===== src/rtl/mem_ctrl.sv =====
// Shares the byte-wide RAM/IO port between fetch and the lsb. Latency: n+2 cycles for loads and fetch, n+1 for stores.
// Backpressure: IO-space store beats wait while io_buffer_full is high; rdy_in low freezes everything.
module mem_ctrl #(
    parameter int         FETCH_BYTES = 4,
    parameter logic [1:0] IO_SEL      = 2'b11
) (
    input  logic        clk_in,
    input  logic        rst_in,
    input  logic        rdy_in,
    input  logic        rob_clear,
    input  logic        is_io,
    input  logic        is_store,
    input  logic [31:0] io_addr,
    input  logic [31:0] io_data,
    input  logic [2:0]  io_op,
    output logic        mem_res_avail,
    output logic [31:0] mem_res,
    output logic        mem_stuck,
    input  logic        if_req,
    input  logic [31:0] if_addr,
    output logic        if_ready,
    output logic [31:0] if_data,
    input  logic [7:0]  mem_din,
    output logic [7:0]  mem_dout,
    output logic [31:0] mem_a,
    output logic        mem_wr,
    input  logic        io_buffer_full
);

    localparam logic [2:0] S_IDLE  = 3'd0;
    localparam logic [2:0] S_LOAD  = 3'd1;
    localparam logic [2:0] S_STORE = 3'd2;
    localparam logic [2:0] S_FETCH = 3'd3;
    localparam logic [2:0] S_DONE  = 3'd4;

    logic [2:0]  state;
    logic [2:0]  cnt;
    logic [2:0]  n_bytes;
    logic [31:0] addr_q;
    logic [31:0] data_q;
    logic        uns_q;
    logic        fetch_q;
    logic        squash_q;
    logic [31:0] buf_q;
    logic [31:0] a_prev;

    logic        issuing;
    logic        io_stall;
    logic        done_ok;
    logic [1:0]  lane;
    logic        fill;
    logic [2:0]  req_n;
    logic [31:0] beat_addr;
    logic [31:0] dout_shift;
    logic [31:0] word_cap;
    logic [31:0] ext_word;

    assign beat_addr  = addr_q + {29'd0, cnt};
    assign issuing    = ((state == S_LOAD || state == S_FETCH) && cnt < n_bytes) || state == S_STORE;
    assign io_stall   = state == S_STORE && addr_q[17:16] == IO_SEL && io_buffer_full;
    assign dout_shift = data_q >> {cnt[1:0], 3'b000};

    // While frozen, repeat the last issued address so the byte arriving after
    // the freeze still belongs to the beat counter's idea of "previous beat".
    assign mem_a    = rdy_in ? (issuing ? beat_addr : 32'd0) : a_prev;
    assign mem_wr   = rdy_in && state == S_STORE && !io_stall;
    assign mem_dout = (state == S_STORE) ? dout_shift[7:0] : 8'd0;

    assign mem_stuck     = state != S_IDLE;
    assign done_ok       = state == S_DONE && rdy_in && !squash_q && !rob_clear;
    assign mem_res_avail = done_ok && !fetch_q;
    assign if_ready      = done_ok && fetch_q;

    always_comb begin
        case (io_op[1:0])
            2'd0:    req_n = 3'd1;
            2'd1:    req_n = 3'd2;
            default: req_n = 3'd4;
        endcase
    end

    // Merge the byte on mem_din now so the last byte lands without an extra cycle.
    always_comb begin
        lane     = cnt[1:0] - 2'd1;
        word_cap = buf_q;
        case (lane)
            2'd0:    word_cap[7:0]   = mem_din;
            2'd1:    word_cap[15:8]  = mem_din;
            2'd2:    word_cap[23:16] = mem_din;
            default: word_cap[31:24] = mem_din;
        endcase
    end

    always_comb begin
        ext_word = word_cap;
        fill     = 1'b0;
        case (n_bytes)
            3'd1: begin
                fill           = word_cap[7] & ~uns_q;
                ext_word[31:8] = {24{fill}};
            end
            3'd2: begin
                fill            = word_cap[15] & ~uns_q;
                ext_word[31:16] = {16{fill}};
            end
            default: ;
        endcase
    end

    always_ff @(posedge clk_in) begin
        if (rst_in) begin
            state    <= S_IDLE;
            cnt      <= 3'd0;
            n_bytes  <= 3'd0;
            addr_q   <= 32'd0;
            data_q   <= 32'd0;
            uns_q    <= 1'b0;
            fetch_q  <= 1'b0;
            squash_q <= 1'b0;
            buf_q    <= 32'd0;
            a_prev   <= 32'd0;
            mem_res  <= 32'd0;
            if_data  <= 32'd0;
        end else if (rdy_in) begin
            a_prev <= mem_a;
            case (state)
                S_IDLE: begin
                    cnt      <= 3'd0;
                    buf_q    <= 32'd0;
                    squash_q <= 1'b0;
                    if (!rob_clear && is_io) begin
                        addr_q  <= io_addr;
                        data_q  <= io_data;
                        uns_q   <= io_op[2];
                        n_bytes <= req_n;
                        fetch_q <= 1'b0;
                        state   <= is_store ? S_STORE : S_LOAD;
                    end else if (!rob_clear && if_req) begin
                        addr_q  <= if_addr;
                        uns_q   <= 1'b0;
                        n_bytes <= 3'(FETCH_BYTES);
                        fetch_q <= 1'b1;
                        state   <= S_FETCH;
                    end
                end
                S_LOAD, S_FETCH: begin
                    if (rob_clear) begin
                        state <= S_IDLE;
                    end else begin
                        if (cnt != 3'd0) buf_q <= word_cap;
                        if (cnt == n_bytes) begin
                            if (fetch_q) if_data <= word_cap;
                            else         mem_res <= ext_word;
                            state <= S_DONE;
                        end else begin
                            cnt <= cnt + 3'd1;
                        end
                    end
                end
                S_STORE: begin
                    // A flushed store is already committed: finish the beats, drop the pulse.
                    if (rob_clear) squash_q <= 1'b1;
                    if (!io_stall) begin
                        if (cnt == n_bytes - 3'd1) begin
                            mem_res <= 32'd0;
                            state   <= S_DONE;
                        end else begin
                            cnt <= cnt + 3'd1;
                        end
                    end
                end
                S_DONE:  state <= S_IDLE;
                default: state <= S_IDLE;
            endcase
        end
    end

endmodule

===== config.mk =====
export PLATFORM = sky130hd
export DESIGN_NAME = mem_ctrl
export DESIGN_NICKNAME = d
export VERILOG_FILES = /design/src/rtl/mem_ctrl.sv
export SDC_FILE = /design/constraint.sdc
export NUM_CORES = 1
export LEC_CHECK = 0
export BUFFER_PORTS_ARGS = -buffer_cell sky130_fd_sc_hd__clkbuf_2
export CAP_MARGIN = 5
export CORE_AREA = 2 2 131 133
export CTS_BUF_LIST = sky130_fd_sc_hd__clkbuf_8 sky130_fd_sc_hd__clkbuf_16
export CTS_CLUSTER_SIZE = 20
export DETAILED_ROUTE_END_ITERATION = 10
export DIE_AREA = 0 0 133 135
export PLACE_DENSITY = 0.84
export SLEW_MARGIN = 20
export SYNTH_ARGS = -nofsm -noshare
export SYNTH_HDL_FRONTEND = slang
export SYNTH_SLANG_ARGS = --single-unit

===== constraint.sdc =====
create_clock -name clk_in -period 8.6 [get_ports clk_in]
set_input_delay 1.72 -clock clk_in [delete_from_list [all_inputs] [get_ports clk_in]]
set_output_delay 1.72 -clock clk_in [all_outputs]
set_load 0.02 [all_outputs]

==> impl_metrics.ini, run 1 <==
[clock_network]
clkLatencyLatePin_ns = 0.50
post_cts_buffers = 0
htreeDepth = 1
post_cts_resized = 0
cts_tree = built
cts_buffer_depth = 3
clock_sinks = 204
cts_root_buffer = clkbuf_16
clk_pin_slew_ns = 0.06
cts_made_buffers = 22
hold_buffers = 0

[timing]
min_period_over_period_pct = 65.4
setup_viol = 0
max_slew.worst_pin.slew_ns = 0.883
slew_viol_final = 0
setup_ws_ns = 2.98
finalCriticalPeriod_ns = 5.62
clock.fmax_mhz = 178
finClkSkew_ns = 0.00927
relSlewSlack_pct = 41.2
rsz0062_at_grt = false
finalSetupTns_ns = 0
hold_violations = 0

[setup_path]
critical-path-max-stage-delay_ns = 0.81
critPathKind = register to output pin
cp_slowest_cell = dfxtp_1
cp.arrival_ns = 3.90
setup.worst_path.start = cnt[1]$_SDFFE_PP0P_
cp_max_fo = 15
required_ns = 6.88
crit_family = simple AND/OR/NAND/NOR gates
rr_startpoint = cnt[1]$_SDFFE_PP0P_
start_kind = register
crit_path_end_kind = output pin
crit_buf_inv = 3
path_cells = inv_1 -> fa_1 -> nor2b_1 -> o2111ai_1 -> buf_4 -> or3_4 -> or4_1 -> nand3_1 -> clkbuf_2

[synth]
synth_nets = 1249
synth_ff_type = dfxtp_1
synthCells = 1119
syn_area_sq_um = 9450
yosys_register_bits = 204
postSynthAreaPerCell_sq_um = 8.45
synth_warnings = 0
async_flop_share_pct = 0
synth_cell_types = 77
synth_edf_count = 0
ys_seq_area_share_pct = 43.2

[routing]
avgViaCountPerCell = 5.92
routed_wl_microns = 25900
drc = 0
avgRoutedWirePerCell_microns = 16.9
ant_nets = 0
drt_iter0_markers = 780
firstDrtPassIters = 6
vias = 9045

[finish]
layout-drive-gt1-share_pct = 24.5
multi_input_area_sq_um = 4960
register_area_sq_um = 4080
fin_cells = 1528
n_fill_cell = 1300
final_nets = 1422
syn_to_final_growth_pct = 20.9
layout_commonest_cell = clkbuf_2
insertedDiodeCount = 0
layout_common_cells = clkbuf_2 (221), dfxtp_1 (204), nand2_1 (200)

[place]
portBuffers = 222
place_inst = 1488
place_hpwl_microns = 17600
pre_cts_ws_ns = 3.11
place_congestion = 0.845

[pwr]
power.share.switching_pct = 25.9
p_seq_share_pct = 42.6
p_int_mw = 1.78
power.density_nw_per_um2 = 210
power.switching_uw = 622
power.total_mw = 2.40
ir_drop_mv = 0.169
p_clk_share_pct = 44.4
power_frac_comb_pct = 13.0
p_leak_nw = 4.60

[flow_run]
maxCapViolCount = 0

[grt]
grt_overflow_total = 0
grt_pass1_vias = 8508
antenna_found_initial = 0
track_usage_pct = 28.0
grt_first_pass_wirelength_microns = 41600
grt_max_degree = 112

[floorplanning]
coreArea_sq_um = 16400
rows = 47
start_util_pct = 57.6
io_pins = 223
dieArea_sq_um = 18000
die_width_microns = 133
die_h_microns = 135

[worst_hold_path]
hold_class = register to register
hold_start = buf_q[8]$_SDFFE_PP0P_

[run_status]
outcome = finished, final reports clean
[kinds of logic after synthesis]
logic type	Yosys count	share of synthesized area, %
mux	57	7.28
fa+ha+maj	15	2.07
simple gates	482	23.7
xor+xnor	13	1.36
flops	204	43.2
buf+inv	101	4.50
compound gates	247	17.9
[power groups by stage]
stage	logic (mW)	clock network [mW]	registers (mW)
floorplan	0.225	0	1.03
global placement	0.301	0	1.04
detailed placement	0.305	0	1.04
CTS	0.308	1.08	1.02
global route	0.340	1.11	1.03
finish	0.312	1.07	1.02
[routing by layer]
| metal | vias up | GRT usage (%) | share of wire, % |
|---|---|---|---|
| li1 | 4334 | - | - |
| met1 | 4284 | 36.7 | 43 |
| met2 | 359 | 46.5 | 47 |
| met3 | 68 | 4.95 | 6.7 |
| met4 | 0 | 10.4 | 3.0 |
| met5 | - | 0 | 0 |
[worst reg2reg max path: stages (launching register included)]
cell and delay (ns):
dfxtp_1 0.81, inv_1 0.29, fa_1 0.53, nor2b_1 0.29
o2111ai_1 0.14, buf_4 0.21, or3_4 0.35, or4_1 0.51
a31oi_1 0.17
[area by class of cell]
cell class                 count  area share (%)
multi-input combinational    814            43.4
sequential                   204            35.7
timing repair buffer         233            10.5
clock buffer                  29            5.76
tap                          220            2.41
clock inverter                11            1.60
inverter                      17           0.558
[per-stage QoR]
step	hold WS (ns)	cell area, sq um	util, %
floorplan	0.429	9450	-
global placement	0.435	10600	64.5
detailed placement	0.441	10600	64.5
CTS	0.449	11400	69.6
global route	0.465	11400	69.6
finish	0.449	11400	69.6
[synth_stat cells (7+ instances only)]
master    instances  area, sq um
a311oi_1         32          280
ha_1             14          175
nand2_1         201          754
mux2i_1          35          350
a21oi_1          65          325
or3_1             8         50.1
o21ai_1           7         35.0
clkbuf_1         65          244
nand2b_1          7         43.8
nor2_1          120          450
and2_1           20          125
nand3_1          52          260
nor2b_1           9         56.3
xnor2_1           9         78.8
inv_1            14         52.6
dfxtp_1         204         4080
mux4_2            8          180
a22oi_1          41          308
mux2_2           14          158
nand4_1           8         50.1
buf_2            10         50.1
a22o_1            7         61.3
a211oi_1         24          180
o21ai_0          19         95.1
a31oi_1          13         81.3
nor3_1           11         55.1
[state kept, by name, summed over array words and instances, names as in the netlist, 3 cells and up]
| signal | count |
|---|---|
| a_prev | 32 |
| addr_q | 32 |
| buf_q | 32 |
| data_q | 32 |
| if_data | 32 |
| mem_res | 32 |
| cnt | 3 |
| n_bytes | 3 |
| state | 3 |
[path summary, 6_finish.rpt]
check,endpoint,slack (ns),depth (start not counted)
worst max-delay path,mem_a[26],2.98,9
worst min-delay path,buf_q[8]$_SDFFE_PP0P_,0.45,2
worst max register to register,a_prev[26]$_SDFFE_PP0P_,5.22,8
worst min register to register,buf_q[8]$_SDFFE_PP0P_,0.45,2
Note: power is estimated with default switching activity, not from simulation.
==> run 2, diff against run 1 <==
--- a/config.mk
+++ b/config.mk
@@ -7,12 +7,12 @@
 export LEC_CHECK = 0
 export BUFFER_PORTS_ARGS = -buffer_cell sky130_fd_sc_hd__clkbuf_2
 export CAP_MARGIN = 5
-export CORE_AREA = 2 2 131 133
+export CORE_AREA = 2 2 136 138
 export CTS_BUF_LIST = sky130_fd_sc_hd__clkbuf_8 sky130_fd_sc_hd__clkbuf_16
 export CTS_CLUSTER_SIZE = 20
 export DETAILED_ROUTE_END_ITERATION = 10
-export DIE_AREA = 0 0 133 135
-export PLACE_DENSITY = 0.84
+export DIE_AREA = 0 0 138 140
+export PLACE_DENSITY = 0.79
 export SLEW_MARGIN = 20
 export SYNTH_ARGS = -nofsm -noshare
 export SYNTH_HDL_FRONTEND = slang
==> constraint.sdc (replaced) <==
create_clock -name clk_in -period 5.6 [get_ports clk_in]
set_input_delay 1.12 -clock clk_in [delete_from_list [all_inputs] [get_ports clk_in]]
set_output_delay 1.12 -clock clk_in [all_outputs]
set_load 0.02 [all_outputs]
==> impl_metrics.ini, run 2 (synthesis gave the netlist of run 1 again) <==
[routing]
routed_wl_microns = 26200
routedLengthMet1_microns = 11300
highest_layer = met4
vias = 8937
avgRoutedWirePerCell_microns = 17.0
firstDrtPassIters = 5
avgViaCountPerCell = 5.81
drt_iter0_markers = 685
ant_nets = 0
wl_met3_microns = 1870
drc = 0
wl_met2_microns = 12300

[clock_network]
cts_made_buffers = 22
post_cts_buffers = 0
htreeDepth = 1
clock_sinks = 204
cts_buffer_depth = 3
cts_root_buffer = clkbuf_16
post_cts_resized = 0
cts_tree = built
hold_buffers = 0
clkLatencyLatePin_ns = 0.51
clk_pin_slew_ns = 0.06

[finish]
insertedDiodeCount = 0
syn_to_final_growth_pct = 20.7
final_nets = 1424
layout_commonest_cell = clkbuf_2
layout-drive-gt1-share_pct = 24.4
fin_cells = 1539
n_fill_cell = 1533
final_area_sq_um = 11400
layout_common_cells = clkbuf_2 (221), dfxtp_1 (204), nand2_1 (200)

[setup_path]
crit_family = simple AND/OR/NAND/NOR gates
cp_slowest_cell = or3_4
critPathKind = register to output pin
required_ns = 4.48
rr_startpoint = addr_q[0]$_SDFFE_PP0P_
path_cells = ha_1 -> inv_1 -> fa_1 -> nor2b_1 -> o2111ai_1 -> or3_4 -> or4_1 -> nand3_1 -> clkbuf_2
start_kind = register
cp.arrival_ns = 3.63
setup.worst_path.start = addr_q[0]$_SDFFE_PP0P_
critical-path-max-stage-delay_ns = 0.57
crit_path_end_kind = output pin
crit_buf_inv = 2
cp_max_fo = 13

[timing]
rsz0062_at_grt = false
setup_ws_ns = 0.854
setup_viol = 0
hold_violations = 0
finalCriticalPeriod_ns = 4.75
clock.fmax_mhz = 211
max_slew.worst_pin.slew_ns = 1.12
finalSetupTns_ns = 0
min_period_over_period_pct = 84.8
slew_viol_final = 0
finClkSkew_ns = 0.00999
relSlewSlack_pct = 25.4

[worst_hold_path]
hold_class = register to register
hold_start = buf_q[6]$_SDFFE_PP0P_

[place]
placed_area_sq_um = 10600
pre_cts_ws_ns = 1.31
place_inst = 1499
place_hpwl_microns = 18000
place_congestion = 0.857
portBuffers = 222

[floorplanning]
die_width_microns = 138
coreArea_sq_um = 17800
die_h_microns = 140
rows = 49
dieArea_sq_um = 19300
io_pins = 223
start_util_pct = 53.2

[pwr]
p_clk_share_pct = 43.3
p_int_mw = 2.65
power.density_nw_per_um2 = 317
power.switching_uw = 967
power_frac_comb_pct = 13.5
ir_drop_mv = 0.279
power.total_mw = 3.62
p_seq_share_pct = 43.2
p_leak_nw = 4.60
power.share.switching_pct = 26.7

[grt]
grt_pass1_vias = 8493
antenna_found_initial = 0
grt_first_pass_wirelength_microns = 42400
grt_max_degree = 100
track_usage_pct = 26.3
grt_overflow_total = 0

[run_status]
outcome = finished, final reports clean

[flow_run]
maxCapViolCount = 0
==> run 2: cell types whose count changed in the layout (fill, tap and decap cells not counted), sizes merged <==
cell | previous run | this run
bufinv | 5 | 3
inv | 16 | 18
buf | 12 | 14
clkbuf | 250 | 251
clkinvlp | 1 | 0
==> run 2: worst register-to-register path, stage by stage, from the launching register on <==
cell and delay, ns:
dfxtp_1 0.34, ha_1 0.19, inv_1 0.06, fa_1 0.40
nor2b_1 0.27, o2111ai_1 0.54, or3_4 0.57, or4_1 0.50
a31oi_1 0.17
==> run 2: worst paths after layout <==
kind,to,slack (ns),cells past startpoint
hold / removal,buf_q[6]$_SDFFE_PP0P_,0.45,2
hold reg to reg,buf_q[6]$_SDFFE_PP0P_,0.45,2
setup reg to reg,a_prev[26]$_SDFFE_PP0P_,2.47,8
setup / recovery,mem_a[26],0.85,9
==> run 2: final cells by class <==
class / count / area [sq um] / share of cell area, %
Multi-Input combinational cell: 814 / 4960 / 43.5
Clock buffer: 30 / 672 / 5.89
Clock inverter: 10 / 123 / 1.08
Tap cell: 229 / 287 / 2.51
Timing Repair Buffer: 235 / 1210 / 10.7
Sequential cell: 204 / 4080 / 35.8
Inverter: 17 / 63.8 / 0.559
==> run 2: stage by stage <==
step | hold WS (ns) | util, %
after floorplan | 0.429 | -
after global placement | 0.435 | 59.7
after detailed placement | 0.442 | 59.7
after CTS | 0.449 | 64.1
after global routing | 0.463 | 64.2
final | 0.448 | 64.2
==> run 2: power groups by stage <==
stage	registers [mW]	clock network, mW	logic, mW
2_1_floorplan	1.58	0	0.345
3_3_place_gp	1.59	0	0.474
3_5_place_dp	1.59	0	0.481
4_1_cts	1.56	1.58	0.484
5_1_grt	1.57	1.65	0.538
6_report	1.56	1.56	0.488
==> run 2: metal layers <==
metal  track usage [%]  vias to the layer above
li1                  -                     4338
met1              33.8                     4232
met2              44.3                      317
met3              5.33                       50
met4              8.92                        0
met5                 0                        -
==> run 3, diff against run 2 <==
--- a/config.mk
+++ b/config.mk
@@ -7,12 +7,12 @@
 export LEC_CHECK = 0
 export BUFFER_PORTS_ARGS = -buffer_cell sky130_fd_sc_hd__clkbuf_2
 export CAP_MARGIN = 5
-export CORE_AREA = 2 2 136 138
+export CORE_AREA = 2 2 142 144
 export CTS_BUF_LIST = sky130_fd_sc_hd__clkbuf_8 sky130_fd_sc_hd__clkbuf_16
 export CTS_CLUSTER_SIZE = 20
 export DETAILED_ROUTE_END_ITERATION = 10
-export DIE_AREA = 0 0 138 140
-export PLACE_DENSITY = 0.79
+export DIE_AREA = 0 0 144 146
+export PLACE_DENSITY = 0.76
 export SLEW_MARGIN = 20
 export SYNTH_ARGS = -nofsm -noshare
 export SYNTH_HDL_FRONTEND = slang
==> constraint.sdc (replaced) <==
create_clock -name clk_in -period 3.9 [get_ports clk_in]
set_input_delay 0.78 -clock clk_in [delete_from_list [all_inputs] [get_ports clk_in]]
set_output_delay 0.78 -clock clk_in [all_outputs]
set_load 0.02 [all_outputs]
==> impl_metrics.ini, run 3 (synthesis gave the netlist of run 1 again) <==
[floorplanning]
rows = 51
die_width_microns = 144
start_util_pct = 48.9
die_h_microns = 146
coreArea_sq_um = 19300
dieArea_sq_um = 21000
io_pins = 223

[clock_network]
clkLatencyLatePin_ns = 0.51
cts_buffer_depth = 3
cts_made_buffers = 22
hold_buffers = 0
clk_pin_slew_ns = 0.06
cts_tree = built
clock_sinks = 204
cts_root_buffer = clkbuf_16
htreeDepth = 1

[routing]
avgRoutedWirePerCell_microns = 16.5
ant_nets = 0
avgViaCountPerCell = 5.59
routed_wl_microns = 26200
drt_iter0_markers = 632
vias = 8865
firstDrtPassIters = 5
drc = 0

[pwr]
power.density_nw_per_um2 = 432
ir_drop_mv = 0.329
p_leak_nw = 4.63

[flow_run]
maxCapViolCount = 0

[finish]
final_nets = 1437
layout_common_cells = clkbuf_2 (220), dfxtp_1 (204), nand2_1 (200)
layout_commonest_cell = clkbuf_2
syn_to_final_growth_pct = 21.7
insertedDiodeCount = 0
layout-drive-gt1-share_pct = 25.3
fin_cells = 1587
n_fill_cell = 1765

[place]
place_hpwl_microns = 18300
place_inst = 1542
place_congestion = 0.877
portBuffers = 222

[setup_path]
crit_buf_inv = 3
critical-path-max-stage-delay_ns = 0.44
crit_family = simple AND/OR/NAND/NOR gates
cp_slowest_cell = or3_4
start_kind = register
cp.arrival_ns = 3.05
cp_max_fo = 7
critPathKind = register to output pin
crit_path_end_kind = output pin
rrSetupSlack_ns = 1.16
required_ns = 3.12
path_cells = ha_2 -> inv_1 -> fa_2 -> nor2b_4 -> o2111ai_4 -> or3_4 -> buf_4 -> or3_1 -> nand3_1 -> clkbuf_2

[grt]
grt_first_pass_wirelength_microns = 41900
grt_pass1_vias = 8275
track_usage_pct = 24.3
antenna_found_initial = 0
grt_overflow_total = 0
grt_max_degree = 69

[timing]
setup_viol = 0
finClkSkew_ns = 0.0137
finalSetupTns_ns = 0
slew_viol_final = 0
finalCriticalPeriod_ns = 3.83
relSlewSlack_pct = 45.4
min_period_over_period_pct = 98.3
hold_violations = 0
clock.fmax_mhz = 261
max_slew.worst_pin.slew_ns = 0.815

[worst_hold_path]
hold_class = register to register

[run_status]
outcome = finished, final reports clean
run 3: through the flow:
step	power (mW)	utilization [%]	setup slack, ns	instance area [sq um]	hold slack [ns]
final	4.97	59.5	0.0672	11500	0.446
after global routing	5.17	59.5	-0.0334	11500	0.467
after CTS	4.99	59.1	0.00961	11400	0.449
after detailed placement	2.99	55.4	0.297	10700	0.442
after global placement	2.98	55.4	0.341	10700	0.435
after floorplan	2.76	-	0.352	9450	0.429
run 3: cell type report:
type	count	area (sq um)	share of cell area (%)
flip-flops and latches	204	4080	35.5
repair buffers	248	1320	11.4
inverters	17	63.8	0.555
multi-input cells	814	5010	43.5
clock buffers	26	617	5.36
well taps	265	332	2.88
clock inverters	13	82.6	0.718
run 3: path summary, 6_finish.rpt:
kind / start / endpoint / cells past startpoint
worst max-delay path: cnt[0]$_SDFFE_PP0P_ / mem_a[24] / 10
worst min-delay path: buf_q[1]$_SDFFE_PP0P_ / buf_q[1]$_SDFFE_PP0P_ / 2
worst max register to register: cnt[0]$_SDFFE_PP0P_ / mem_res[23]$_SDFFE_PP0P_ / 9
worst min register to register: buf_q[1]$_SDFFE_PP0P_ / buf_q[1]$_SDFFE_PP0P_ / 2
run 3: worst reg2reg max path, stage by stage (launching register included):
cell and delay, ns:
dfxtp_1 0.34, buf_4 0.25, inv_1 0.13, ha_1 0.36, nand3_1 0.20, nor4_2 0.18, buf_4 0.25, a21boi_2 0.68
a22oi_1 0.15, nor2_1 0.13
run 3: per-layer routing:
metal	vias to the layer above	wire (microns)	track usage, %
met5	-	0	0
met3	47	1920	5.56
met2	301	12100	39.1
met1	4155	11500	32.6
li1	4362	-	-
met4	0	639	7.01
run 3: where the power goes:
group / internal [mW] / total [mW] / leakage (nW) / switching (mW)
Clock: 1.18 / 2.01 / 0.375 / 0.822
Sequential: 2.16 / 2.25 / 1.65 / 0.0860
Combinational: 0.256 / 0.714 / 2.60 / 0.458
Total: 3.60 / 4.97 / 4.63 / 1.37
run 3: repair_timing:
action / CTS / global route
pin swaps: 0 / 3
buffers inserted: 0 / 6
resized for setup: 5 / 8
cloned: 0 / 0
endpoints found under the setup margin: 11 / 9
